==> src/rtl/color_rect_extract_pkg.sv <==
// Shared constants, item entry layout and coordinate saturation for the rectangle extractor.
package color_rect_extract_pkg;

    localparam int unsigned OV5640_X       = 640;
    localparam int unsigned OV5640_Y       = 480;
    localparam int unsigned RECT_NUMMAX    = 4;
    localparam int unsigned POSITION_WIDTH = 12;

    localparam logic [16*RECT_NUMMAX-1:0] DEFAULT_CLASS_COLORS =
        {16'h8410, 16'hF800, 16'h001F, 16'h07E0};

    typedef struct packed {
        logic [7:0] x0;
        logic [7:0] y0;
        logic [7:0] x1;
        logic [7:0] y1;
    } item_t;

    function automatic logic [7:0] sat8(input logic [31:0] v);
        return (v > 32'd255) ? 8'hFF : v[7:0];
    endfunction

endpackage

==> src/rtl/color_rect_extract_rect_accum.sv <==
// Per-class bounding-box accumulator; publishes the packed entry at frame end and restarts.
module rect_accum
    import color_rect_extract_pkg::*;
#(
    parameter int unsigned P_W         = POSITION_WIDTH,
    parameter int unsigned COORD_SHIFT = 2,
    parameter int unsigned MIN_PIX     = 16
) (
    input  logic           sys_clk,
    input  logic           sys_rst_n,
    input  logic           i_clear,
    input  logic           i_hit,
    input  logic [P_W-1:0] i_x,
    input  logic [P_W-1:0] i_y,
    input  logic           i_publish,
    output logic [31:0]    o_entry
);

    logic [P_W-1:0] r_xmin, r_ymin, r_xmax, r_ymax;
    logic [15:0]    r_cnt;
    logic [31:0]    r_entry;

    logic [P_W-1:0] w_xmin, w_ymin, w_xmax, w_ymax;
    logic [15:0]    w_cnt;
    item_t          w_entry;

    // Merged state including the current hit, so the final pixel lands in the published entry.
    always_comb begin
        w_xmin = r_xmin;
        w_ymin = r_ymin;
        w_xmax = r_xmax;
        w_ymax = r_ymax;
        w_cnt  = r_cnt;
        if (i_hit) begin
            if (r_cnt == 16'd0) begin
                w_xmin = i_x;
                w_ymin = i_y;
                w_xmax = i_x;
                w_ymax = i_y;
            end else begin
                if (i_x < r_xmin) w_xmin = i_x;
                if (i_y < r_ymin) w_ymin = i_y;
                if (i_x > r_xmax) w_xmax = i_x;
                if (i_y > r_ymax) w_ymax = i_y;
            end
            if (r_cnt != 16'hFFFF) w_cnt = r_cnt + 16'd1;
        end
    end

    always_comb begin
        w_entry = '0;
        if (w_cnt >= 16'(MIN_PIX)) begin
            w_entry.x0 = sat8(32'(w_xmin) >> COORD_SHIFT);
            w_entry.y0 = sat8(32'(w_ymin) >> COORD_SHIFT);
            w_entry.x1 = sat8(32'(w_xmax) >> COORD_SHIFT);
            w_entry.y1 = sat8(32'(w_ymax) >> COORD_SHIFT);
        end
    end

    always_ff @(posedge sys_clk or negedge sys_rst_n) begin
        if (!sys_rst_n) begin
            r_xmin  <= '0;
            r_ymin  <= '0;
            r_xmax  <= '0;
            r_ymax  <= '0;
            r_cnt   <= '0;
            r_entry <= '0;
        end else if (i_publish || i_clear) begin
            if (i_publish) r_entry <= w_entry;
            r_xmin <= '0;
            r_ymin <= '0;
            r_xmax <= '0;
            r_ymax <= '0;
            r_cnt  <= '0;
        end else begin
            r_xmin <= w_xmin;
            r_ymin <= w_ymin;
            r_xmax <= w_xmax;
            r_ymax <= w_ymax;
            r_cnt  <= w_cnt;
        end
    end

    assign o_entry = r_entry;

endmodule

==> src/rtl/color_rect_extract.sv <==
// Per-class bounding rectangles over each camera frame of the recoloured pixel stream.
module color_rect_extract
    import color_rect_extract_pkg::*;
#(
    parameter int unsigned              P_W          = POSITION_WIDTH,
    parameter int unsigned              FRAME_X      = OV5640_X,
    parameter int unsigned              FRAME_Y      = OV5640_Y,
    parameter int unsigned              RECT_NUM     = RECT_NUMMAX,
    parameter logic [16*RECT_NUM-1:0]   CLASS_COLORS = DEFAULT_CLASS_COLORS,
    parameter int unsigned              COORD_SHIFT  = 2,
    parameter int unsigned              MIN_PIX      = 16
) (
    input  logic                  sys_clk,
    input  logic                  sys_rst_n,
    input  logic                  i_post_camvs,
    input  logic                  i_valid,
    input  logic [15:0]           i_data,
    output logic [RECT_NUM*32-1:0] o_item,
    output logic                  o_frame_done
);

    logic                r_camvs;
    logic [P_W-1:0]      r_cnt_x, r_cnt_y;
    logic [RECT_NUM-1:0] r_s1_match;
    logic [P_W-1:0]      r_s1_x, r_s1_y;
    logic                r_s1_last;
    logic                r_frame_done;

    logic                w_vs_rise;
    logic                w_pix;
    logic                w_x_end, w_y_end;
    logic [RECT_NUM-1:0] w_match;

    assign w_vs_rise = i_post_camvs & ~r_camvs;
    // A strobe coinciding with the frame-sync edge belongs to neither frame.
    assign w_pix     = i_valid & ~w_vs_rise;
    assign w_x_end   = (r_cnt_x == P_W'(FRAME_X - 1));
    assign w_y_end   = (r_cnt_y == P_W'(FRAME_Y - 1));

    always_ff @(posedge sys_clk or negedge sys_rst_n) begin
        if (!sys_rst_n) begin
            r_camvs <= 1'b0;
            r_cnt_x <= '0;
            r_cnt_y <= '0;
        end else begin
            r_camvs <= i_post_camvs;
            if (w_vs_rise) begin
                r_cnt_x <= '0;
                r_cnt_y <= '0;
            end else if (i_valid) begin
                if (w_x_end) begin
                    r_cnt_x <= '0;
                    r_cnt_y <= w_y_end ? '0 : r_cnt_y + 1'b1;
                end else begin
                    r_cnt_x <= r_cnt_x + 1'b1;
                end
            end
        end
    end

    for (genvar k = 0; k < RECT_NUM; k++) begin : g_match
        assign w_match[k] = w_pix && (i_data == CLASS_COLORS[16*k +: 16]);
    end

    always_ff @(posedge sys_clk or negedge sys_rst_n) begin
        if (!sys_rst_n) begin
            r_s1_match   <= '0;
            r_s1_x       <= '0;
            r_s1_y       <= '0;
            r_s1_last    <= 1'b0;
            r_frame_done <= 1'b0;
        end else begin
            r_s1_match   <= w_match;
            r_s1_x       <= r_cnt_x;
            r_s1_y       <= r_cnt_y;
            r_s1_last    <= w_pix & w_x_end & w_y_end;
            r_frame_done <= r_s1_last;
        end
    end

    // Publish takes the pre-clear state, so a sync edge racing the last pixel cannot lose it.
    for (genvar k = 0; k < RECT_NUM; k++) begin : g_accum
        rect_accum #(
            .P_W        (P_W),
            .COORD_SHIFT(COORD_SHIFT),
            .MIN_PIX    (MIN_PIX)
        ) u_rect_accum (
            .sys_clk  (sys_clk),
            .sys_rst_n(sys_rst_n),
            .i_clear  (w_vs_rise),
            .i_hit    (r_s1_match[k]),
            .i_x      (r_s1_x),
            .i_y      (r_s1_y),
            .i_publish(r_s1_last),
            .o_entry  (o_item[32*k +: 32])
        );
    end

    assign o_frame_done = r_frame_done;

endmodule
==> config.mk <==
export PLATFORM = sky130hd
export DESIGN_NAME = color_rect_extract
export DESIGN_NICKNAME = d
export VERILOG_FILES = /design/src/rtl/color_rect_extract_pkg.sv /design/src/rtl/color_rect_extract_rect_accum.sv /design/src/rtl/color_rect_extract.sv
export SDC_FILE = /design/constraint.sdc
export NUM_CORES = 1
export LEC_CHECK = 0
export BUFFER_PORTS_ARGS = -buffer_cell sky130_fd_sc_hd__buf_2
export CORE_UTILIZATION = 50
export CTS_BUF_LIST = sky130_fd_sc_hd__clkbuf_4
export DETAILED_ROUTE_END_ITERATION = 8
export PLACE_DENSITY = 0.68
export SETUP_SLACK_MARGIN = 0.1
export SYNTH_ARGS = -nofsm -noshare
export SYNTH_HDL_FRONTEND = slang
export SYNTH_HIERARCHICAL = 1
export SYNTH_SLANG_ARGS = --single-unit
==> constraint.sdc <==
create_clock -name sys_clk -period 7.85 [get_ports sys_clk]
set_input_delay 1.57 -clock sys_clk [delete_from_list [all_inputs] [get_ports sys_clk]]
set_output_delay 1.57 -clock sys_clk [all_outputs]
set_load 0.01 [all_outputs]
==> results of run 1 <==
## area by class of cell
type | count | area, µm² | area share
clock inverter | 34 | 161 | 0.00584
inverter | 327 | 1230 | 0.0444
sequential | 439 | 11000 | 0.398
antenna | 3 | 7.51 | 0.000272
timing repair buffer | 184 | 1030 | 0.0374
clock buffer | 170 | 1280 | 0.0462
multi-input combinational | 1805 | 12100 | 0.438
tap | 664 | 831 | 0.0301
## how the worst min path moves through the flow
stage | start | to | slack, ns
after detailed placement | r_cnt_x[6]$_DFFE_PN0P_ | r_s1_x[6]$_DFF_PN0_ | 0.41
final | r_cnt_x[6]$_DFFE_PN0P_ | r_s1_x[6]$_DFF_PN0_ | 0.42
after global placement | r_cnt_x[6]$_DFFE_PN0P_ | r_s1_x[6]$_DFF_PN0_ | 0.41
after floorplan | r_cnt_x[6]$_DFFE_PN0P_ | r_s1_x[6]$_DFF_PN0_ | 0.38
after global routing | r_cnt_x[6]$_DFFE_PN0P_ | r_s1_x[6]$_DFF_PN0_ | 0.45
after CTS | r_cnt_x[6]$_DFFE_PN0P_ | r_s1_x[6]$_DFF_PN0_ | 0.42
## metal layers
layer / vias up / share of wire / global-route usage
met5: - / 0 / 0
met3: 125 / 0.053 / 0.0520
met2: 536 / 0.48 / 0.414
met4: 0 / 0.032 / 0.109
li1: 9953 / - / -
met1: 10029 / 0.44 / 0.320
## logic make-up after synthesis
family                     count (synthesis)
DFF                                      439
muxes                                    103
and+or+nand+nor                          815
adders and majority gates                194
xor gates and xnor gates                  68
AOI/OAI and AO/OA                        625
buffers and inverters                    457
## sequential cells by signal (all words and copies together), names as in the netlist, 12 cells and up
register	flops
r_s1_y	12
g_accum.u_rect_accum/r_xmin	48
r_cnt_x	12
g_accum.u_rect_accum/r_ymin	48
g_accum.u_rect_accum/r_cnt	64
r_s1_x	12
r_cnt_y	12
g_accum.u_rect_accum/r_ymax	48
g_accum.u_rect_accum/r_xmax	48
g_accum.u_rect_accum/o_entry	128
## worst max-delay path, cell delays in order (launching register included)
cell and delay [ns]:
dfrtp_1 0.68, buf_4 0.37, ha_1 0.20, nand2_1 0.07, nor3_1 0.18, a21oi_1 0.16
o311ai_4 0.79, nand3_1 0.49, o22ai_1 0.42, o22ai_1 0.11
## report_power, final
part           switching, W  total (W)  internal [W]
clock              0.000942    0.00196       0.00102
sequential        0.0000395    0.00234       0.00230
combinational      0.000178   0.000275     0.0000967
## per-stage QoR
| stage | cells | worst slack [ns] | power (W) |
|---|---|---|---|
| floorplan | 2701 | 4.69 | 0.00252 |
| global placement | 3419 | 4.08 | 0.00265 |
| detailed placement | 3419 | 4.02 | 0.00266 |
| CTS | 3623 | 4.23 | 0.00465 |
| global route | 3626 | 4.00 | 0.00481 |
| finish | 3626 | 4.23 | 0.00458 |
## cell usage after synthesis, types with 31 or more instances
cell / n / share of area
nand3_1: 48 / 0.0096
ha_1: 194 / 0.097
nor2_1: 379 / 0.057
xor2_1: 31 / 0.011
mux2i_1: 103 / 0.041
buf_2: 50 / 0.010
nor3_1: 33 / 0.0066
xnor2_1: 37 / 0.013
dfrtp_1: 439 / 0.44
nand2_1: 119 / 0.018
clkbuf_1: 47 / 0.0070
inv_1: 326 / 0.049
o22ai_1: 257 / 0.064
o21ai_0: 37 / 0.0074
nand4_1: 62 / 0.015
a21oi_1: 204 / 0.041
==> flow_summary.toml, run 1 <==
[cts]
cts.sinks = 439
htree_levels = 3
clock_latency_ns = 0.87
clk_pin_slew_ns = 0.06
cts_tree = "yes"
clk_path_buf_depth = 3
root_buffer = "clkbuf_4"
holdBufCountCts = 0
cts_buffers = 117
cts_resized = 0
cts_setup_buffers = 0

[global_route]
overflow = 0
grt_pass1_vias = 20287
grt_usage = 0.251
grt_pass1_wl_um = 102000
grt_max_degree = 122
grt_antenna_before_repair = 3

[cells_and_area]
layout_common_cells = "dfrtp_1 (438), nor2_1 (379), inv_1 (326)"
drive_above_1_share = 0.144
final_area_mm2 = 0.0276
fillers = 4473
final_nets = 3088
final_common_cell = "dfrtp_1"
syn2layout_area_growth_pct = 10.2
postLayoutCoreUtil = 0.561

[yosys]
ys_warn_count = 6
synth.net_count = 2915
synth_top_family_by_area = "simple AND/OR/NAND/NOR gates"
synth_edf_count = 0
synth-simple-area-share = 0.162
async_flop_share = 1.00
syn_area_mm2 = 0.0251
synth.distinct_cells = 70
synth-adder-area-share = 0.0968
synthCells = 2701
synth.avg_cell_area_um2 = 9.28
synth.area.mux_share = 0.0411
synth_compound_area_frac = 0.160
synth_ff_type = "dfrtp_1"
synth_xor_area_frac = 0.0237
ys_ff_latch = 439
ys_seq_area_frac = 0.438

[detailed_routing]
route.detailed.drc = 0
routed_wl_um = 63300
viasPerCell = 5.69
drt_iter0_markers = 1494
vias = 20643
post_drt_wl_per_cell_um = 17.5
dr.pass1.iters = 5
ant_nets = 0

[timing]
max_freq_ghz = 0.276
hold_viol = 0
fin_skew_ns = 0.0439
rsz0062_at_grt = "false"
slew_headroom = 0.284
timing.final.crit_share = 0.461
tns_ns = 0
setup_viol = 0
worst_hold_slack_ns = 0.425
fin_crit_ns = 3.62
slew_violations = 0
tightestPinTransition_ns = 1.07

[min_path]
whs_path_depth = 0
hold_path_class = "flop to flop"

[setup_path]
start_kind = "flop"
r2r_end = "g_accum[3].u_rect_accum/o_entry[28]$_DFFE_PN0P_"
cp.required_ns = 8.56
crit_type = "flop to flop"
rrSetupSlack_ns = 4.23
arrival_ns = 4.33
timing.rr.start = "r_s1_x[7]$_DFF_PN0_"
ff2ff_path_depth = 9
startpoint = "r_s1_x[7]$_DFF_PN0_"
endpoint = "g_accum[3].u_rect_accum/o_entry[28]$_DFFE_PN0P_"
cp_max_fo = 15
end_kind = "flop"

[floorplan]
die_y_um = 226
dieArea_mm2 = 0.0511
coreArea_mm2 = 0.0493
start_util = 0.509
die_w_um = 226
placementRows = 81
ios = 149

[placed_design]
dpl_cell_area_mm2 = 0.0262
dp_hpwl_um = 42700
io_buffers = 148
gp_congestion = 0.875

[pwr]
powerDensity_mw_per_mm2 = 166
leakage_nw = 13.6
peakVddDrop_uv = 86.0

[outcome]
status = "finished, final reports clean"

[run]
maxCapViolations = 0
(Power assumes the default switching activity.)
==> run 2: changes to the inputs <==
- ABC_AREA: unset -> 1
- PLACE_DENSITY: 0.68 -> 0.67
- clock period: 7.85 -> 3.58 ns (I/O delays scaled with it)
==> flow_summary.toml, run 2 <==
[outcome]
status = "finished, final reports clean"

[timing]
finalWorstSetupSlack_ns = 0.500
fin_skew_ns = 0.0755
fin_crit_ns = 3.08
worst_hold_slack_ns = 0.101
slew_headroom = 0.261
timing.final.crit_share = 0.860
slew_violations = 0
tns_ns = 0
max_freq_ghz = 0.325
setup_viol = 0
tightestPinTransition_ns = 1.11
hold_viol = 0
rsz0062_at_grt = "false"

[cells_and_area]
final_common_cell = "nand2_1"
final_nets = 4011
largest_register_ff_count = 128
ff_latch_area_mm2 = 0.0110
final_area_mm2 = 0.0294
syn2layout_area_growth_pct = 10.8
drive_above_1_share = 0.124
fillers = 5115
layout_common_cells = "nand2_1 (1112), nand3_1 (560), inv_1 (473)"
final_cells = 4565
multi_input_area_mm2 = 0.0131

[detailed_routing]
route.detailed.drc = 0
ant_nets = 0
viasPerCell = 5.14
dr.pass1.iters = 8
drt_iter0_markers = 1578
post_drt_wl_per_cell_um = 15.3
routed_wl_um = 69800
vias = 23485

[global_route]
grt_pass1_wl_um = 114000
grt_util_met2 = 0.402
use_met3 = 0.0489
grt_usage = 0.266
use_met1 = 0.378
grt_pass1_vias = 22148
gr-max-usage-layer = "met2"
grt_max_degree = 83
overflow = 0
grt_antenna_before_repair = 1

[pwr]
peakVddDrop_uv = 206
powerDensity_mw_per_mm2 = 365
leakage_nw = 16.6

[floorplan]
placementRows = 84
dieArea_mm2 = 0.0539
die_y_um = 232
start_util = 0.505
coreArea_mm2 = 0.0524
ios = 149
die_w_um = 232

[yosys]
synth.net_count = 3823
ys_seq_area_frac = 0.415
synthCells = 3609
synth-adder-area-share = 0.0916
synth_top_family_by_area = "simple AND/OR/NAND/NOR gates"
ys_warn_count = 6
synth-simple-area-share = 0.357
synth_xor_area_frac = 0.00397
synth_most_common_cell = "nand2_1"
synth.avg_cell_area_um2 = 7.34
syn_area_mm2 = 0.0265
synthDominantCellAreaShare = 0.415
ys_top_cells_by_count = "nand2_1 (1112), nand3_1 (560), inv_1 (473)"
ys_ff_latch = 439
synth_compound_area_frac = 0.0404
synth.area.mux_share = 0
synth.distinct_cells = 36
yosys-top-cells-area = "dfrtp_1 (41%), nand2_1 (16%), nand3_1 (11%), ha_1 (9.2%), inv_1 (6.7%)"
synth_top_cell_by_area = "dfrtp_1"
synth_ff_type = "dfrtp_1"
async_flop_share = 1.00
synth_edf_count = 0

[cts]
clk_path_buf_depth = 3
htree_levels = 3
cts_buffers = 116
clock_latency_ns = 0.90
cts_tree = "yes"
clk_pin_slew_ns = 0.07
cts_resized = 0
root_buffer = "clkbuf_4"
cts.sinks = 439

[placed_design]
dp_hpwl_um = 49600
gp_congestion = 0.891
io_buffers = 148
post-place-ws_ns = 0.597
dpl_cell_area_mm2 = 0.0279
dpl.cell_count = 4365

[setup_path]
arrival_ns = 3.79
cp.required_ns = 4.29
start_kind = "flop"
cp_max_fo = 14
end_kind = "flop"
crit_type = "flop to flop"

[run]
maxCapViolations = 0

[min_path]
hold_path_class = "input pin to flop"
-- run 2: cell count changes after synthesis, sizes merged, moves of 44 or more --
cell   before   now
nand2     119  1142
nand3      53   581
a21oi     204   100
nor2      383   339
o22ai     257    16
mux2i     103     0
inv       326   478
-- run 2: what timing repair did --
action | CTS | global route
endpoints found under the hold margin | 66 | 0
setup buffers | 0 | 0
hold buffers | 2 | 0
-- run 2: per-stage QoR --
stage                     power (W)   util
after floorplan             0.00600      -
after global placement      0.00649  0.533
after detailed placement    0.00651  0.533
after CTS                    0.0109  0.560
after global routing         0.0114  0.560
final                        0.0107  0.560
-- run 2: final cells by class --
| class | instances | share of cell area |
|---|---|---|
| antenna | 1 | 0.0000852 |
| clock buffer | 169 | 0.0432 |
| clock inverter | 28 | 0.00473 |
| inverter | 483 | 0.0618 |
| multi-input combinational | 2557 | 0.445 |
| sequential | 439 | 0.374 |
| tap | 688 | 0.0293 |
| timing repair buffer | 200 | 0.0420 |
-- run 2: final timing paths --
check / start / to / slack [ns] / depth (start not counted)
min in group asynchronous: sys_rst_n / g_accum[0].u_rect_accum/r_xmax[3]$_DFF_PN0_ / 0.42 / 2
max in group asynchronous: sys_rst_n / r_s1_last$_DFF_PN0_ / 2.19 / 3
worst min-delay path: i_data[0] / r_s1_match[1]$_DFF_PN0_ / 0.10 / 3
worst max-delay path: r_s1_y[9]$_DFF_PN0_ / g_accum[0].u_rect_accum/o_entry[1]$_DFFE_PN0P_ / 0.50 / 14
worst min register to register: r_cnt_x[10]$_DFFE_PN0P_ / r_s1_x[10]$_DFF_PN0_ / 0.43 / 0
worst max register to register: r_s1_y[9]$_DFF_PN0_ / g_accum[0].u_rect_accum/o_entry[1]$_DFFE_PN0P_ / 0.50 / 14
-- run 2: critical path, stage by stage (launching register included) --
cell     delay [ns]
dfrtp_1        0.91
ha_1           0.38
nand2_1        0.07
nor2_1         0.04
and2_1         0.14
nand2_1        0.06
nand3_1        0.06
nand2_1        0.07
nand2_1        0.19
nand2_1        0.41
nand2_1        0.09
nand2_1        0.24
nand3_1        0.11
nand3_1        0.08
nand2_1        0.06
-- run 2: cell families after synthesis --
logic type,after synthesis
AND/OR/NAND/NOR,2154
buffers and inverters,613
flip-flops,439
AO/OA/AOI/OAI,197
adder cells (fa/ha/maj),194
XOR/XNOR,12
-- run 2: power by group --
part           switching [W]  total (W)  internal, W
Clock                0.00209    0.00430      0.00221
Sequential          0.000160    0.00524      0.00507
Combinational       0.000746    0.00119     0.000445
-- run 2: layer usage --
layer | vias up | share of wire
li1 | 11921 | -
met1 | 10875 | 0.48
met2 | 588 | 0.44
met3 | 101 | 0.062
met4 | 0 | 0.027
met5 | - | 0
==> run 3: changes to the inputs <==
- GPL_TIMING_DRIVEN: unset -> 0
==> flow_summary.toml, run 3 (synthesis gave the netlist of run 2 again) <==
[outcome]
status = "finished, final reports clean"

[cts]
cts_tree = "yes"
cts.sinks = 439
clock_latency_ns = 0.89
clk_path_buf_depth = 3
cts_buffers = 116
htree_levels = 3
cts_setup_buffers = 0
clk_pin_slew_ns = 0.08
root_buffer = "clkbuf_4"

[setup_path]
timing.rr.start = "r_s1_y[7]$_DFF_PN0_"
ff2ff_path_depth = 15
crit_type = "flop to flop"
cp_max_fo = 12
end_kind = "flop"
start_kind = "flop"
r2r_end = "g_accum[2].u_rect_accum/o_entry[22]$_DFFE_PN0P_"
arrival_ns = 3.83
cp.required_ns = 4.35
rrSetupSlack_ns = 0.52

[timing]
tightestPinTransition_ns = 1.15
fin_crit_ns = 3.06
tns_ns = 0
max_freq_ghz = 0.327
slew_headroom = 0.236
hold_viol = 0
slew_violations = 0
worst_hold_slack_ns = 0.117
fin_skew_ns = 0.0475
timing.final.crit_share = 0.853
rsz0062_at_grt = "false"
setup_viol = 0

[cells_and_area]
syn2layout_area_growth_pct = 11.6
largest_register_ff_count = 128
layout_common_cells = "nand2_1 (1112), nand3_1 (560), inv_1 (473)"
final_cells = 4654
postLayoutCoreUtil = 0.564
final_common_cell = "nand2_1"
drive_above_1_share = 0.119
final_nets = 4094
fillers = 5112

[floorplan]
placementRows = 84
dieArea_mm2 = 0.0539
die_w_um = 232
coreArea_mm2 = 0.0524
start_util = 0.505
die_y_um = 232
ios = 149

[global_route]
grt_usage = 0.271
grt_max_degree = 125
grt_pass1_wl_um = 116000
grt_pass1_vias = 22779
overflow = 0
grt_antenna_before_repair = 1

[min_path]
whs_path_depth = 3
hold_path_class = "input pin to flop"
worstHoldStart = "i_data[12]"
min_to = "r_s1_match[2]$_DFF_PN0_"

[placed_design]
dpl.cell_count = 4448
io_buffers = 148
gp_congestion = 0.905
dp_hpwl_um = 50900

[pwr]
leakage_nw = 16.6
powerDensity_mw_per_mm2 = 356
peakVddDrop_uv = 237

[detailed_routing]
viasPerCell = 5.12
vias = 23850
post_drt_wl_per_cell_um = 15.3
routed_wl_um = 71000
ant_nets = 0
drt_iter0_markers = 1435
dr.pass1.iters = 5
route.detailed.drc = 0

[run]
maxCapViolations = 0
==> run 3: cell count changes in the layout (fill, tap and decap cells not counted), sizes merged <==
| cell | before | now |
|---|---|---|
| buf | 198 | 201 |
| bufinv | 1 | 0 |
| clkbuf | 169 | 238 |
| clkinv | 30 | 46 |
| clkinvlp | 0 | 2 |
| diode | 1 | 2 |
| inv | 480 | 479 |
==> run 3: metrics by stage <==
stage	total power [W]	instance area [µm²]	worst slack, ns
final	0.0105	29600	0.525
after global routing	0.0111	29600	0.326
after CTS	0.0107	29600	0.585
after detailed placement	0.00646	28200	0.611
after global placement	0.00643	28100	-7.30
after floorplan	0.00600	26500	1.48
==> run 3: worst max-delay path by stage <==
stage / slack, ns / depth (start not counted) / startpoint / end
2_1_floorplan: 1.48 / 14 / r_s1_x[11]$_DFF_PN0_ / g_accum[0].u_rect_accum/o_entry[8]$_DFFE_PN0P_
3_3_place_gp: -7.30 / 1 / sys_rst_n / r_cnt_y[7]$_DFFE_PN0P_
3_5_place_dp: 0.61 / 15 / r_s1_y[5]$_DFF_PN0_ / g_accum[2].u_rect_accum/o_entry[22]$_DFFE_PN0P_
4_1_cts: 0.58 / 15 / r_s1_y[5]$_DFF_PN0_ / g_accum[2].u_rect_accum/o_entry[22]$_DFFE_PN0P_
5_1_grt: 0.33 / 13 / r_s1_y[6]$_DFF_PN0_ / g_accum[1].u_rect_accum/o_entry[6]$_DFFE_PN0P_
6_report: 0.52 / 15 / r_s1_y[7]$_DFF_PN0_ / g_accum[2].u_rect_accum/o_entry[22]$_DFFE_PN0P_
==> run 3: worst max-delay path, stage by stage (launching register included) <==
cell      delay [ns]
dfrtp_1         1.09
ha_1            0.30
nand2_1         0.05
inv_1           0.06
nand2_1         0.05
a21oi_1         0.14
nor2_1          0.05
nand2_1         0.06
nand2_1         0.05
nand2_1         0.12
clkbuf_1        0.42
nand2_1         0.09
nand2_1         0.14
nand3_1         0.11
nand3_1         0.12
nand2_1         0.07
==> run 3: power by group <==
group	total (W)	internal (W)	switching, W	leakage [nW]
logic	0.00109	0.000415	0.000679	9.78
registers	0.00528	0.00507	0.000202	6.00
clock network	0.00416	0.00203	0.00213	0.812
==> run 3: repair_timing <==
item / 4_1_cts / 5_1_grt
endpoints found under the hold margin: 102 / 0
hold buffers: 2 / 0
resized for setup: 0 / 0
endpoints found under the setup margin: 0 / 0
==> run 3: cell type report <==
cell class / count / area [µm²] / share of cell area
Inverter: 483 / 1810 / 0.0613
Antenna cell: 2 / 5.00 / 0.000169
Buffer: 130 / 648 / 0.0219
Timing Repair Buffer: 153 / 853 / 0.0288
Multi-Input combinational cell: 2557 / 13100 / 0.441
Clock inverter: 44 / 181 / 0.00613
Sequential cell: 439 / 11000 / 0.371
Tap cell: 688 / 861 / 0.0291
Clock buffer: 158 / 1190 / 0.0401
==> run 3: per-layer routing <==
metal / track usage / vias to the layer above / routed length [µm]
met1: 0.371 / 10999 / 32900
met5: 0 / - / 0
met4: 0.0977 / 0 / 1860
li1: - / 12123 / -
met3: 0.0480 / 123 / 4490
met2: 0.429 / 605 / 31700
